==> src/rtl/cpu_pkg.sv <==
// Shared CPU constants: register file geometry and the architecturally fixed registers.
package cpu_pkg;
  localparam int REG_AW = 5;
  localparam int DATA_W = 32;
  localparam logic [REG_AW-1:0] REG_ZERO = 5'd0;
  localparam logic [REG_AW-1:0] REG_RA   = 5'd31;
endpackage

==> src/rtl/sync_fifo.sv <==
// Single-clock FIFO with occupancy count; push and pop may occur in the same cycle.
module sync_fifo #(
  parameter int WIDTH = 8,
  parameter int DEPTH = 4
) (
  input  logic             clock,
  input  logic             reset,
  input  logic             push,
  input  logic [WIDTH-1:0] push_data,
  input  logic             pop,
  output logic [WIDTH-1:0] pop_data,
  output logic [$clog2(DEPTH):0] count,
  output logic             empty,
  output logic             full
);
  localparam int PW = $clog2(DEPTH);
  localparam int CW = PW + 1;

  logic [WIDTH-1:0] mem [DEPTH];
  logic [PW-1:0]    wr_ptr;
  logic [PW-1:0]    rd_ptr;

  always_ff @(posedge clock) begin
    if (reset) begin
      wr_ptr <= '0;
      rd_ptr <= '0;
      count  <= '0;
    end else begin
      if (push) wr_ptr <= wr_ptr + PW'(1);
      if (pop)  rd_ptr <= rd_ptr + PW'(1);
      case ({push, pop})
        2'b10:   count <= count + CW'(1);
        2'b01:   count <= count - CW'(1);
        default: count <= count;
      endcase
    end
  end

  // Storage carries no reset; only the pointers define what is valid.
  always_ff @(posedge clock) begin
    if (push) mem[wr_ptr] <= push_data;
  end

  always_comb begin
    pop_data = mem[rd_ptr];
    empty    = (count == '0);
    full     = (count == CW'(DEPTH));
  end
endmodule

==> src/rtl/regfile_wb_arbiter.sv <==
// Shares the register-file write port between execute writeback and non-stallable load
// returns, and keeps the per-register busy scoreboard used for decode hazard stalls.
module regfile_wb_arbiter
  import cpu_pkg::*;
#(
  parameter int DEPTH = 4,
  parameter int AW    = REG_AW,
  parameter int DW    = DATA_W
) (
  input  logic              clock,
  input  logic              reset,
  input  logic              a_valid,
  input  logic [AW-1:0]     a_addr,
  input  logic [DW-1:0]     a_data,
  output logic              a_ready,
  input  logic              ld_issue_valid,
  input  logic [AW-1:0]     ld_issue_addr,
  output logic              ld_issue_ready,
  input  logic              ld_ret_valid,
  input  logic [DW-1:0]     ld_ret_data,
  output logic              wr_en,
  output logic [AW-1:0]     wr_addr,
  output logic [DW-1:0]     wr_data,
  output logic [2**AW-1:0]  busy_mask,
  output logic              err_ret
);
  localparam int CW = $clog2(DEPTH) + 1;

  logic              tag_push, tag_pop, tag_empty, tag_full;
  logic [AW-1:0]     tag_head;
  logic [CW-1:0]     tag_count;
  logic              wb_push, wb_pop, wb_empty, wb_full;
  logic [AW+DW-1:0]  wb_head;
  logic [CW-1:0]     wb_count;
  logic [CW:0]       outstanding;
  logic              issue_fire;
  logic              a_fire;
  logic              vld_p0;
  logic [AW-1:0]     addr_p0;
  logic [DW-1:0]     data_p0;

  sync_fifo #(.WIDTH(AW), .DEPTH(DEPTH)) tag_q (
    .clock(clock), .reset(reset),
    .push(tag_push), .push_data(ld_issue_addr),
    .pop(tag_pop), .pop_data(tag_head),
    .count(tag_count), .empty(tag_empty), .full(tag_full)
  );

  sync_fifo #(.WIDTH(AW + DW), .DEPTH(DEPTH)) wb_q (
    .clock(clock), .reset(reset),
    .push(wb_push), .push_data({tag_head, ld_ret_data}),
    .pop(wb_pop), .pop_data(wb_head),
    .count(wb_count), .empty(wb_empty), .full(wb_full)
  );

  // Stage p0: issue/return bookkeeping and write-port arbitration (load returns win).
  always_comb begin
    outstanding    = {1'b0, tag_count} + {1'b0, wb_count};
    ld_issue_ready = !reset && (outstanding < (CW+1)'(DEPTH)) && !tag_full && !wb_full
                     && !busy_mask[ld_issue_addr];
    issue_fire     = ld_issue_valid && ld_issue_ready;
    tag_push       = issue_fire;
    tag_pop        = !reset && ld_ret_valid && !tag_empty;
    wb_push        = tag_pop;
    wb_pop         = !reset && !wb_empty;
    a_ready        = !reset && wb_empty && !busy_mask[a_addr];
    a_fire         = a_valid && a_ready;
    vld_p0         = wb_pop || a_fire;
    addr_p0        = wb_pop ? wb_head[AW+DW-1:DW] : a_addr;
    data_p0        = wb_pop ? wb_head[DW-1:0]     : a_data;
  end

  // Stage p1: registered write port, scoreboard and sticky return error.
  always_ff @(posedge clock) begin
    if (reset) begin
      wr_en     <= 1'b0;
      wr_addr   <= '0;
      wr_data   <= '0;
      busy_mask <= '0;
      err_ret   <= 1'b0;
    end else begin
      wr_en <= vld_p0 && (addr_p0 != AW'(REG_ZERO));
      if (vld_p0) begin
        wr_addr <= addr_p0;
        wr_data <= data_p0;
      end
      if (ld_ret_valid && tag_empty) err_ret <= 1'b1;
      if (wb_pop) busy_mask[wb_head[AW+DW-1:DW]] <= 1'b0;
      // Issue to a register being cleared is blocked by busy, so these never collide.
      if (issue_fire && (ld_issue_addr != AW'(REG_ZERO))) busy_mask[ld_issue_addr] <= 1'b1;
    end
  end
endmodule

==> config.mk <==
export PLATFORM = sky130hd
export DESIGN_NAME = regfile_wb_arbiter
export DESIGN_NICKNAME = d
export VERILOG_FILES = /design/src/rtl/cpu_pkg.sv /design/src/rtl/sync_fifo.sv /design/src/rtl/regfile_wb_arbiter.sv
export SDC_FILE = /design/constraint.sdc
export NUM_CORES = 1
export LEC_CHECK = 0
export BUFFER_PORTS_ARGS = -buffer_cell sky130_fd_sc_hd__buf_2
export CAP_MARGIN = 10
export CORE_MARGIN = 3
export CORE_UTILIZATION = 55
export DETAILED_ROUTE_END_ITERATION = 7
export HOLD_SLACK_MARGIN = 0.12
export PLACE_DENSITY = 0.77
export SETUP_SLACK_MARGIN = 0.05
export SYNTH_ARGS = -nofsm -noshare
export SYNTH_HDL_FRONTEND = slang
export SYNTH_HIERARCHICAL = 1
export SYNTH_SLANG_ARGS = --single-unit
==> constraint.sdc <==
create_clock -name clock -period 4.22 [get_ports clock]
set_clock_uncertainty 0.15 [all_clocks]
set_input_delay 0.211 -clock clock [delete_from_list [all_inputs] [get_ports clock]]
set_output_delay 0.211 -clock clock [all_outputs]
set_load 0.02 [all_outputs]
; ---- Yosys cells after proc, flatten, opt, wreduce, memory -nomap -nowiden
; Memory sizes are Yosys's and may differ from the RTL's. A register that Yosys moved wholly into a read port is not among the register bits.
; Cells that the tools add are included.
[totals]
input_bits = 79
ramBits = 168
output_inout_bits = 73
n_memories = 2
regBits = 85
[memory_table]
columns = memory, depth, width, rd, rd_ports_with_merged_regs, wr, line
row1 = wb_q.mem, 4, 37, 1, 1, 1, sync_fifo.sv:19  ; logic [WIDTH-1:0] mem [DEPTH];
row2 = tag_q.mem, 4, 5, 1, 1, 1, sync_fifo.sv:19
[classes]
add_sub_neg = 9
reduce_logical = 30
bitwise = 3
mux = 23
eq_ne = 6
magnitude_cmp = 6
[op_table]
columns = op, count
row1 = two-way mux 32 bit, 4
row2 = bitwise AND 32 bit, 1
row3 = inverter 32 bit, 1
row4 = bitwise OR 32 bit, 1
row5 = "< comparator 5 x 6 -> 1 bit, second input constant", 3
row6 = logical AND 1 bit, 16
row7 = case mux 3 bit (2 select lines), 2
row8 = binary-select mux 1 bit (select 5 bit), 2
row9 = demux 1 bit (select 5 bit), 2
row10 = "greater-or-equal comparator 5 x 1 -> 1 bit, second input constant", 2
row11 = nonzero test 5 bit, 2
row12 = "adder 2 x 1 -> 2 bit, second input constant", 4
row13 = two-way mux 1 bit, 8
row14 = two-way mux 2 bit, 4
row15 = zero test 1 bit, 7
row16 = "adder 3 x 1 -> 3 bit, second input constant", 2
row17 = "== test 3 bit, second input constant", 2
row18 = zero test 3 bit, 2
row19 = "subtractor 3 x 1 -> 3 bit, second input constant", 2
row20 = two-way mux 5 bit, 1
row21 = adder 3 x 3 -> 4 bit, 1
row22 = "== test 2 x 1 -> 1 bit, second input constant", 2
row23 = "== test 2 bit, second input constant", 2
row24 = "< comparator 4 x 3 -> 1 bit, second input constant", 1
row25 = other kinds (2), 3

; ---- Depth between registers and ports, before layout
; Gate-level depths: netlist of the first run.
[depth]
depth_word = 10
depth_mapped = 16
mapped_depth_nobuf = 15

; ---- Hierarchy
; The synthesis of the first run kept the hierarchy.
[modules_own_cells]
columns = module, n_inst, cells_each, seq_area_each_um2, area_per_inst_um2
row1 = sync_fifo at wb_q, 1, 240, 4624.4, 5829.3
row2 = regfile_wb_arbiter, 1, 470, 1421.4, 3978.8
row3 = sync_fifo at tag_q, 1, 73, 780.7, 1158.6

; ---- Least setup slack after synthesis of the first run
; No wires, ideal clock.
[synth_path]
path_type = flip-flop to flip-flop
start = register tag_q.count[0]
end = register tag_q.count[2]
path_slack_ns = 0.875
setup_time_ns = 0.070
t_arrival_ns = 3.125
stages_incl_launch_ff = 17
path_cell_list = dfxtp_1 > inv_1 > and3_1 > or4_1 > nor3_1 > o311ai_1 > nor2_1 > o311ai_2 > buf_2 > nor2_1 > inv_1 > ha_1 > inv_1 > fa_1 > xor2_1 > or3_1 > a21oi_1
[synth_rtl]
columns = element, line
row1 = from (decl), sync_fifo.sv:12  ; output logic [$clog2(DEPTH):0] count,
row2 = from (signal assigned), sync_fifo.sv:32  ; 2'b10: count <= count + CW'(1);
row3 = from (signal assigned), sync_fifo.sv:33  ; 2'b01: count <= count - CW'(1);
row4 = from (signal assigned), sync_fifo.sv:34  ; default: count <= count;
row5 = == test 3 bit (*), sync_fifo.sv:47  ; full = (count == CW'(DEPTH));
row6 = named net tag_full, regfile_wb_arbiter.sv:29  ; logic tag_push, tag_pop, tag_empty, tag_full;
row7 = zero test 1 bit (*), regfile_wb_arbiter.sv:59  ; ld_issue_ready = !reset && (outstanding < (CW+1)'(DEPTH)) && !tag_full && !wb_full
row8 = logical AND 1 bit (*) (2 in a row), regfile_wb_arbiter.sv:59
row9 = logical AND 1 bit (*), regfile_wb_arbiter.sv:60  ; && !busy_mask[ld_issue_addr];
row10 = logical AND 1 bit (*), regfile_wb_arbiter.sv:61  ; issue_fire = ld_issue_valid && ld_issue_ready;
row11 = named net issue_fire, regfile_wb_arbiter.sv:36  ; logic issue_fire;
row12 = == test 2 x 1 -> 1 bit or == test 2 bit (tied branches), sync_fifo.sv:31  ; case ({push, pop})
row13 = case mux 3 bit (2 select lines) or nonzero test 2 bit (tied branches), n/a
; Mark *: on every way through the listed nets, which the timed path passes. The rest lies on a longest branch.
; A chain may end at the register's enable or synchronous reset.

; ---- Worst setup path in the final report of the first run
[layout_path]
start = input port ld_issue_addr[0]
end = register tag_q.count[2]
[layout_via]
elab_chain_len = 7
[layout_lines]
columns = element, line
row1 = from (decl), regfile_wb_arbiter.sv:17  ; input logic [AW-1:0] ld_issue_addr,
row2 = binary-select mux 1 bit (select 5 bit) (*), regfile_wb_arbiter.sv:60
row3 = two-way mux 1 bit (not written as such) (*), regfile_wb_arbiter.sv:60
row4 = zero test 1 bit (*), regfile_wb_arbiter.sv:60
row5 = logical AND 1 bit (*), regfile_wb_arbiter.sv:60
row6 = logical AND 1 bit (*), regfile_wb_arbiter.sv:61
row7 = named net issue_fire, regfile_wb_arbiter.sv:36
row8 = == test 2 x 1 -> 1 bit or == test 2 bit (tied branches), sync_fifo.sv:31
row9 = case mux 3 bit (2 select lines) or nonzero test 2 bit (tied branches), n/a
; Mark *: on every way through the listed nets, which the timed path passes. The rest lies on a longest branch. The select of a mux whose other input is x is not followed.

==> results_dict.tcl, run 1 <==
set metrics [dict create \
    status "completed" \
    syn_to_final_growth_pct 24.6 \
    avgViaCountPerCell 6.12 \
    layout-drive-gt1-share_pct 26.9 \
    syn_nets 876 \
    cpPeakStageDelay_ns 0.55 \
    h-tree-depth 1 \
    power_density_mw_per_mm2 521 \
    fin_crit_sh_pct 81.4 \
    peakVddDrop_mv 0.346 \
    start_kind "input port" \
    drtIter0Drc 851 \
    tightest_slew_ns 1.06 \
    max_freq_mhz 291 \
    diodes 0 \
    die_h_um 147 \
    grt_pass1_vias 7883 \
    synth_top_area_share_pct 46.0 \
    synth_seq_cells 257 \
    synth.largest_area_cell "edfxtp_1" \
    antenna_found_initial 0 \
    relSlewSlack_pct 29.4 \
    crit_slowest_cell "mux4_2" \
    cts.path.max_buffers 3 \
    post_drt_wl_per_cell_um 22.5 \
    tns_ns 0 \
    grt.overflow.total 0 \
    grt_use_total_pct 26.3 \
    cap_violations 0 \
    hp-class "in -> reg" \
    yosysUniqueCellTypes 52 \
    end_kind "register" \
    dr.pass1.iters 5 \
    yosysMostFrequentCell "edfxtp_1" \
    setup_viol_count_final 0 \
    drc 0 \
    clk_latency_ns 0.55 \
    dpl.hpwl_um 16800 \
    netlist_instances 783 \
    grt_first_pass_wirelength_um 44800 \
    fin_nets 1091 \
    rsz0062_at_grt "no" \
    crit_chain "dlygate4sd3_1 > buf_2 > mux4_2 > mux2i_1 > o311ai_1 > nor2_1 > o311ai_2 > nor2_1 > inv_1 > ha_1 > inv_1 > fa_1 > xor2_1 > or3_1 > a21oi_1" \
    clkSinkCount 257 \
    cp.required_ns 4.54 \
    root_buffer "clkbuf_16" \
    fillers 1307 \
    io_buffer_count 151 \
    ys_top_cells_by_count "168 x edfxtp_1, 89 x dfxtp_1, 64 x nor2_1, 46 x mux4_2, 44 x o21ai_0" \
    cts_tree "yes" \
    syn_avg_cell_area_um2 14.0 \
    yosysWarnings 6 \
    core-area_mm2 0.0195 \
    synthFlopType "edfxtp_1" \
    initial_core_util_pct 56.2 \
    path_max_fanout 16 \
    ys_seq_area_share_pct 62.2 \
    min_period_ns 3.44 \
    ant_nets 0 \
    place_congestion 0.983 \
    postCtsSetupBuffers 0 \
    via_count 7856 \
    syn-cell-area_mm2 0.0110 \
    die_w_um 147 \
    async_reset_ff_share_pct 0 \
    worstPathArrival_ns 3.75 \
    design_area_mm2 0.0137 \
    io_pins 152 \
    worstSetupPathType "in -> reg" \
    drv_slew 0 \
    path_clk_slew_ns 0.06 \
    wirelength_um 28900 \
    place_area_mm2 0.0118 \
    finalHoldViolCount 0 \
    die-area_mm2 0.0217 \
    p_leak_nw 4.86 \
    num_rows 51 \
    numCtsBuffers 27 \
    synth_edf_count 168 \
    yosys-top-cells-area "edfxtp_1 46%, dfxtp_1 16%, mux4_2 9.4%, a211oi_1 2.3%, nor2_1 2.2%" \
    grt_max_degree 55 \
]
-- critical path: cells and delay by family --
kind	cells	cell delay (ns)
and+or+nand+nor	3	0.86
muxes	2	0.71
xor gates and xnor gates	1	0.07
adders and majority gates	2	0.41
AOI/OAI and AO/OA	3	0.41
buffers and inverters	4	1.06
-- layer usage --
layer  routed length [um]  vias up  GRT usage (%)
li1                     -     3463              -
met1                10900     3821           34.8
met2                14200      474           43.7
met3                 2610       98           4.35
met4                 1240        0           11.1
met5                    0        -              0
-- where the power goes --
group | total, W | switching, W | internal, W | leakage, nW
combinational | 0.00145 | 0.000880 | 0.000574 | 2.14
clock | 0.00265 | 0.00101 | 0.00164 | 0.483
sequential | 0.00302 | 0.000137 | 0.00288 | 2.24
-- cell type report --
class                      count  area (um2)  area share, %
timing repair buffer         244        1670           12.3
clock buffer                  33         751           5.50
multi-input combinational    452        3760           27.5
sequential                   257        6830           50.0
inverter                      16        60.1          0.440
clock inverter                17         259           1.90
tap                          265         332           2.43
-- logic make-up after synthesis --
family | share of synthesized area [%]
AOI/OAI and AO/OA | 10.4
muxes | 12.8
buffers and inverters | 3.65
xor gates and xnor gates | 0.799
adders and majority gates | 1.73
DFF | 62.2
and+or+nand+nor | 8.42
-- final timing paths --
path,endpoint,slack [ns],cells after the start,start
max,tag_q/count[2]$_SDFFE_PP0P_,0.78,15,ld_issue_addr[0]
min,wr_data[13]$_SDFFE_PP0P_,0.21,5,a_valid
max reg2reg,tag_q/count[2]$_SDFFE_PP0P_,0.79,15,tag_q/count[1]$_SDFFE_PP0P_
min reg2reg,err_ret$_SDFFE_PP0P_,0.32,2,err_ret$_SDFFE_PP0P_
-- placed cells by master, fill, tap and decap left out, types with 3 or more instances in the layout --
master and n:
nor3_1 4, o31ai_1 15, ha_1 12, a22oi_1 4
clkbuf_1 3, clkbuf_16 29, or3_1 3, o21ai_1 27
nand2_1 27, a21oi_1 7, inv_1 15, mux2i_1 17
nand2b_1 3, and3_1 3, dlygate4sd3_1 79, a31oi_1 33
mux4_1 7, and2_2 4, nor2_1 64, xor2_1 6
buf_4 14, and2_1 5, a211oi_1 34, bufinv_16 6
nand3_1 8, mux4_2 46, o21ai_0 44, nor2b_1 22
buf_2 150, clkinv_2 3, a211oi_2 3, clkinvlp_4 4
nor3b_1 5, edfxtp_1 168, dfxtp_1 88, nand3b_1 20
a31oi_2 3, xnor2_1 4
-- flip-flops by register name, summed over array words and instances, names as in the netlist, named ones only --
signal / count
wb_q/mem: 148
busy_mask: 32
wr_data: 32
tag_q/mem: 20
wr_addr: 5
tag_q/count: 3
wb_q/count: 3
tag_q/rd_ptr: 2
tag_q/wr_ptr: 2
wb_q/rd_ptr: 2
wb_q/wr_ptr: 2
err_ret: 1
wr_en: 1
-- metrics by stage --
stage / std cells / worst slack, ns / utilization [%] / hold slack [ns] / power (W)
2_1_floorplan: 783 / 0.875 / - / 0.160 / 0.00401
3_3_place_gp: 1154 / 0.871 / 60.6 / 0.276 / 0.00437
3_5_place_dp: 1154 / 0.777 / 60.6 / 0.281 / 0.00440
4_1_cts: 1283 / 0.384 / 69.8 / 0.166 / 0.00709
5_1_grt: 1284 / 0.458 / 70.0 / 0.225 / 0.00738
6_report: 1284 / 0.784 / 70.0 / 0.208 / 0.00712
-- repair_timing --
| action | in CTS | in global routing |
|---|---|---|
| hold endpoints to repair | 209 | 0 |
| hold buffers | 79 | 0 |
| gates resized for setup | 0 | 0 |
(Power assumes the default switching activity.)
==> inputs of run 2 (changes only) <==
- ABC_AREA: unset -> 1
- clock period: 4.22 -> 3.2 ns (I/O delays scaled with it)
==> run 2 against run 1 <==
Routed wire length grew 1.9%. Synthesized area is 5.6% higher. Sequential share of layout area shrank 1.5 points. Register-to-register slack worse by 0.51 ns. Synthesized cell count increased by 65%. First-iteration DRC count down 10%.
==> results_dict.tcl, run 2 <==
set metrics [dict create \
    status "completed" \
    ys_top_cells_by_count "225 x nand2_1, 193 x nor2_1, 168 x edfxtp_1, 128 x inv_1, 106 x nand3_1" \
    wl_met2_um 14000 \
    power_frac_clock_pct 29.6 \
    drtIter0Drc 766 \
    diodes 0 \
    fillers 1514 \
    worstPathArrival_ns 3.20 \
    root_buffer "clkbuf_16" \
    layout-drive-gt1-share_pct 14.7 \
    synthXorXnorAreaFrac_pct 0 \
    die_w_um 151 \
    tightest_slew_ns 0.968 \
    grt_max_degree 83 \
    die_h_um 151 \
    largest-register "wb_q/mem" \
    critical_path_buf_inv_count 5 \
    yosysWarnings 6 \
    r2r_slack_ns 0.28 \
    crit_top_cell "dlygate4sd3_1" \
    reg2regPathDepth 9 \
    ys_seq_area_share_pct 59.0 \
    final_util_pct 68.9 \
    synth_mux_area_share_pct 0 \
    power_switching_share_pct 34.1 \
    hp-class "in -> reg" \
    io_buffer_count 151 \
    synth.largest_area_cell "edfxtp_1" \
    antenna_found_initial 2 \
    drv_slew 0 \
    power_density_mw_per_mm2 733 \
    cts.path.max_buffers 3 \
    fin_crit_sh_pct 92.0 \
    fin_nets 1589 \
    path_max_fanout 39 \
    top_regs "wb_q/mem: 148 flops, busy_mask: 32 flops, wr_data: 32 flops" \
    grt.overflow.total 0 \
    grt_first_pass_wirelength_um 46300 \
    avgViaCountPerCell 5.44 \
    core-area_mm2 0.0204 \
    cp_num_cells 9 \
    p_int_w 0.00681 \
    synthFlopType "edfxtp_1" \
    drc 0 \
    initial_core_util_pct 56.7 \
    via_count 9717 \
    peakVddDrop_mv 0.483 \
    max_freq_mhz 340 \
    r2r-end "wr_en$_SDFF_PP0_" \
    power.share.sequential_pct 39.9 \
    synth_top_family_by_area "simple AND/OR/NAND/NOR gates" \
    dpl.hpwl_um 18400 \
    min_period_ns 2.94 \
    syn_avg_cell_area_um2 8.98 \
    endpoint "wr_en$_SDFF_PP0_" \
    rsz0062_at_grt "no" \
    yosys.area_share.simple_pct 19.2 \
    wl_met1_um 12200 \
    grt_pass1_vias 9223 \
    synth_top_area_share_pct 43.6 \
    layout_common_cells "225 x nand2_1, 192 x nor2_1, 168 x edfxtp_1, 151 x buf_2, 127 x inv_1" \
    combPwrFrac_pct 30.5 \
    ant_nets 0 \
    async_reset_ff_share_pct 0 \
    r2r_start "wb_q/count[2]$_SDFFE_PP0P_" \
    crit_slowest_cell "dlygate4sd3_1" \
    yosys-top-cells-area "edfxtp_1 44%, dfxtp_1 15%, nand2_1 7.3%, nor2_1 6.3%, nand3_1 4.6%" \
    postCtsSetupBuffers 0 \
    netlist_instances 1290 \
    synth_adder_area_share_pct 1.64 \
    numCtsBuffers 26 \
    dr.pass1.iters 8 \
    cts_tree "yes" \
    post_drt_wl_per_cell_um 16.5 \
    crit_start "reset" \
    setup_viol_count_final 0 \
    place_congestion 0.962 \
    io_pins 152 \
    syn_nets 1383 \
    num_rows 52 \
    crit_chain "dlygate4sd3_1 > buf_2 > nor2_4 > clkinv_2 > a21oi_1 > inv_1 > nor4_1 > a22oi_1 > dlygate4sd3_1" \
    crit_family "buffers and inverters" \
    path_clk_slew_ns 0.06 \
    synth_edf_count 168 \
    cpPeakStageDelay_ns 0.57 \
    start_kind "input port" \
    synth_seq_cells 257 \
    finalHoldViolCount 0 \
    end_kind "register" \
    tns_ns 0 \
    largest_reg_flops 148 \
    yosysUniqueCellTypes 29 \
    yosysMostFrequentCell "nand2_1" \
    hold_start "a_addr[0]" \
    mostFrequentLayoutCell "nand2_1" \
    met3WireLength_um 2530 \
    grt_use_total_pct 25.4 \
    cap_violations 0 \
    synth_compound_area_share_pct 12.2 \
    cp.required_ns 3.46 \
    worstSetupPathType "in -> reg" \
    h-tree-depth 1 \
    syn_to_final_growth_pct 21.6 \
    wirelength_um 29400 \
    die-area_mm2 0.0228 \
    clk_latency_ns 0.52 \
    clkSinkCount 257 \
    syn-cell-area_mm2 0.0116 \
    switchingPower_w 0.00352 \
    top_layer "met5" \
    p_leak_nw 5.90 \
    relSlewSlack_pct 35.3 \
]
## run 2: per-stage QoR
stage / instance area (um2) / cells / power, W / setup WS, ns / hold slack [ns]
2_1_floorplan: 11600 / 1290 / 0.00640 / 0.546 / 0.109
3_3_place_gp: 12400 / 1658 / 0.00711 / 0.567 / 0.223
3_5_place_dp: 12400 / 1658 / 0.00719 / 0.494 / 0.229
4_1_cts: 14100 / 1785 / 0.0103 / 0.319 / 0.150
5_1_grt: 14100 / 1785 / 0.0109 / 0.0879 / 0.244
6_report: 14100 / 1785 / 0.0103 / 0.257 / 0.186
## run 2: cell families after synthesis
family / after synthesis
simple gates: 545
compound gates: 270
flops: 257
buf+inv: 204
fa+ha+maj: 14
## run 2: how the worst min path moves through the flow
| stage | cells after the start | endpoint | slack [ns] |
|---|---|---|---|
| after floorplan | 0 | tag_q/mem[0][0]$_DFFE_PP_ | 0.11 |
| after global placement | 1 | wb_q/mem[3][13]$_DFFE_PP_ | 0.22 |
| after detailed placement | 1 | wb_q/mem[0][22]$_DFFE_PP_ | 0.23 |
| after CTS | 5 | wr_addr[0]$_SDFFE_PP0P_ | 0.15 |
| after global routing | 2 | wb_q/mem[2][6]$_DFFE_PP_ | 0.24 |
| final | 5 | wr_addr[0]$_SDFFE_PP0P_ | 0.19 |
## run 2: final cells by class
class	count	area [um2]	share of cell area (%)
sequential	257	6830	48.5
multi-input combinational	829	3840	27.3
timing repair buffer	248	1710	12.1
clock buffer	31	691	4.90
inverter	134	504	3.58
tap	270	338	2.40
clock inverter	16	176	1.25
## run 2: per-layer routing
metal  track usage [%]  vias up
li1                  -     4751
met3              5.30       63
met4              7.98        4
met5                 0        -
met2              42.7      421
met1              33.3     4478
## run 2: timing repair
item / in CTS / in global routing
hold buffers: 80 / 0
hold endpoints to repair: 222 / 0
gates resized for setup: 0 / 0
## run 2: worst reg2reg max path, stage by stage (launching register included)
cell	delay [ns]
dfxtp_1	0.34
nor3_1	0.53
nor2_4	0.19
clkinv_2	0.36
nor2_1	0.14
a21oi_1	0.14
inv_1	0.07
nor4_1	0.20
a22oi_1	0.13
dlygate4sd3_1	0.57
## run 2: power groups by stage
stage                     combinational, W  sequential, W  clock (W)
final                              0.00315        0.00411    0.00306
after global routing               0.00352        0.00416    0.00324
after CTS                          0.00312        0.00411    0.00310
after detailed placement           0.00301        0.00418          0
after global placement             0.00294        0.00417          0
after floorplan                    0.00198        0.00442          0
==> inputs of run 3 (changes only) <==
- CELL_PAD_IN_SITES_DETAIL_PLACEMENT: unset -> 0
- CELL_PAD_IN_SITES_GLOBAL_PLACEMENT: unset -> 1
- CORE_UTILIZATION: 55 -> 44
- PLACE_DENSITY: 0.77 -> unset
- PLACE_DENSITY_LB_ADDON: unset -> 0.1
==> run 3 against run 2 <==
Clock power about the same. Global-route usage down 3.6 points. Hold slack improved by 0.0070 ns. Largest cell class unchanged. Non-clock buffer count increased by 29. Cell count is 5.3% higher. Worst setup slack better by 0.045 ns. Critical path depth decreased by 1. Final area rose by 2.6%. Sequential power is 1% higher. Routed wire length grew 5.8%. First-iteration DRC count decreased by 5.9%. Clock-buffer cell count is 4 higher.
==> results_dict.tcl, run 3 (synthesis gave the netlist of run 2 again) <==
set metrics [dict create \
    power_switching_share_pct 34.3 \
    cp.required_ns 3.48 \
    post_drt_wl_per_cell_um 16.6 \
    reg2regPathDepth 8 \
    min_period_ns 2.90 \
    avgViaCountPerCell 5.08 \
    wirelength_um 31100 \
    diodes 0 \
    design_area_mm2 0.0145 \
    worst_slack_ns 0.302 \
    power_frac_clock_pct 28.7 \
    mostFrequentLayoutCell "nand2_1" \
    num_rows 58 \
    largest-register "wb_q/mem" \
    whs_path_depth 5 \
    grt.overflow.total 0 \
    max_freq_mhz 345 \
    worstPathArrival_ns 3.18 \
    r2r-end "wr_data[25]$_SDFFE_PP0P_" \
    dpl.hpwl_um 19900 \
    die_w_um 168 \
    numCtsBuffers 28 \
    worstSetupPathType "reg -> reg" \
    peakVddDrop_mv 0.566 \
    cts.path.max_buffers 3 \
    grt_first_pass_wirelength_um 49600 \
    cts_tree "yes" \
    layout_common_cells "225 x nand2_1, 192 x nor2_1, 168 x edfxtp_1, 151 x buf_2, 127 x inv_1" \
    crit_top_cell "nor2_1" \
    layout-drive-gt1-share_pct 14.3 \
    setup_viol_count_final 0 \
    die-area_mm2 0.0283 \
    via_count 9536 \
    top_regs "wb_q/mem: 148 flops, busy_mask: 32 flops, wr_data: 32 flops" \
    p_leak_nw 6.09 \
    h-tree-depth 1 \
    die_h_um 168 \
    place_ws_ns 0.524 \
    p_int_w 0.00692 \
    power.share.sequential_pct 39.4 \
    place_congestion 0.895 \
    fin_nets 1620 \
    start_kind "register" \
    crit_chain "nor3_1 > inv_1 > nor2_1 > nand3_2 > buf_12 > a21oi_1 > nor2_1 > dlygate4sd3_1" \
    r2r_start "wb_q/count[2]$_SDFFE_PP0P_" \
    drv_slew 0 \
    crit_slowest_cell "dlygate4sd3_1" \
    core-area_mm2 0.0255 \
    clk_latency_ns 0.54 \
    grt_max_degree 82 \
    dr.pass1.iters 5 \
    status "completed" \
    hp-class "in -> reg" \
    ant_nets 0 \
    dp.cells 1719 \
    io_buffer_count 151 \
    clkSinkCount 257 \
    path_max_fanout 75 \
    fin_crit_sh_pct 90.6 \
    relSlewSlack_pct 35.8 \
    root_buffer "clkbuf_16" \
    finalNonFillerCells 1879 \
    drc 0 \
    power_density_mw_per_mm2 729 \
    r2r_slack_ns 0.30 \
    antenna_found_initial 0 \
    drtIter0Drc 721 \
    place_area_mm2 0.0125 \
    cpPeakStageDelay_ns 0.56 \
    tns_ns 0 \
    syn_to_final_growth_pct 24.9 \
    total_power_w 0.0105 \
    switchingPower_w 0.00362 \
    finalHoldViolCount 0 \
    largest_reg_flops 148 \
    hold_start "a_addr[0]" \
    end_kind "register" \
    io_pins 152 \
    tightest_slew_ns 0.960 \
    rsz0062_at_grt "no" \
    combPwrFrac_pct 31.9 \
    grt_pass1_vias 9427 \
    initial_core_util_pct 45.3 \
    hold_end "wr_addr[0]$_SDFFE_PP0P_" \
    path_clk_slew_ns 0.06 \
    grt_use_total_pct 21.8 \
    cap_violations 0 \
]
run 3: changes by cell type in the layout (fill, tap and decap cells not counted), sizes merged:
cell / delta
dlygate4sd3: +28
clkinv: +5
bufinv: -2
clkinvlp: -2
clkbuf: +4
buf: +1
run 3: metrics by stage:
stage	hold WS [ns]	utilization (%)
2_1_floorplan	0.109	-
4_1_cts	0.170	56.6
5_1_grt	0.223	56.6
3_5_place_dp	0.226	48.9
6_report	0.193	56.6
3_3_place_gp	0.224	48.9
run 3: final cells by class:
| cell class | instances | area [um2] |
|---|---|---|
| Clock inverter | 17 | 135 |
| Tap cell | 330 | 413 |
| Clock buffer | 35 | 737 |
| Timing Repair Buffer | 277 | 2000 |
| Inverter | 134 | 507 |
| Sequential cell | 257 | 6830 |
| Multi-Input combinational cell | 829 | 3840 |
| Fill cell | 2401 | 11100 |
run 3: layer usage:
metal / track usage, % / wire [um] / up-vias
met2: 40.0 / 15800 / 225
met5: 0 / 0 / -
met3: 3.19 / 1360 / 44
met4: 5.37 / 684 / 0
met1: 27.1 / 13300 / 4460
li1: - / - / 4807
run 3: worst max-delay path: cells and delay by family, from the launching register on:
kind	cells	cell delay, ns
AOI/OAI and AO/OA	1	0.34
buffers and inverters	3	0.85
DFF	1	0.34
and+or+nand+nor	4	1.03
run 3: how the worst max path moves through the flow:
stage | start | to | slack [ns] | depth (start not counted)
6_report | wb_q/count[2]$_SDFFE_PP0P_ | wr_data[25]$_SDFFE_PP0P_ | 0.30 | 8
3_3_place_gp | ld_issue_addr[0] | tag_q/count[1]$_SDFFE_PP0P_ | 0.55 | 16
2_1_floorplan | reset | wb_q/mem[0][0]$_DFFE_PP_ | 0.55 | 8
5_1_grt | register | wr_en$_SDFF_PP0_ | 0.07 | 10
4_1_cts | register | wr_en$_SDFF_PP0_ | 0.15 | 10
3_5_place_dp | ld_issue_addr[0] | tag_q/count[2]$_SDFFE_PP0P_ | 0.52 | 19
run 3: what timing repair did:
action,in CTS,in global routing
setup endpoints to repair,0,2
hold buffers,108,0
gates resized for setup,0,3
buffers inserted,0,0
hold endpoints to repair,233,0
run 3: power by group through the flow:
stage / clock [W] / sequential [W] / combinational [W]
after detailed placement: 0 / 0.00422 / 0.00307
after floorplan: 0 / 0.00442 / 0.00198
after global placement: 0 / 0.00422 / 0.00306
final: 0.00303 / 0.00415 / 0.00336
after CTS: 0.00311 / 0.00415 / 0.00338
after global routing: 0.00326 / 0.00420 / 0.00379
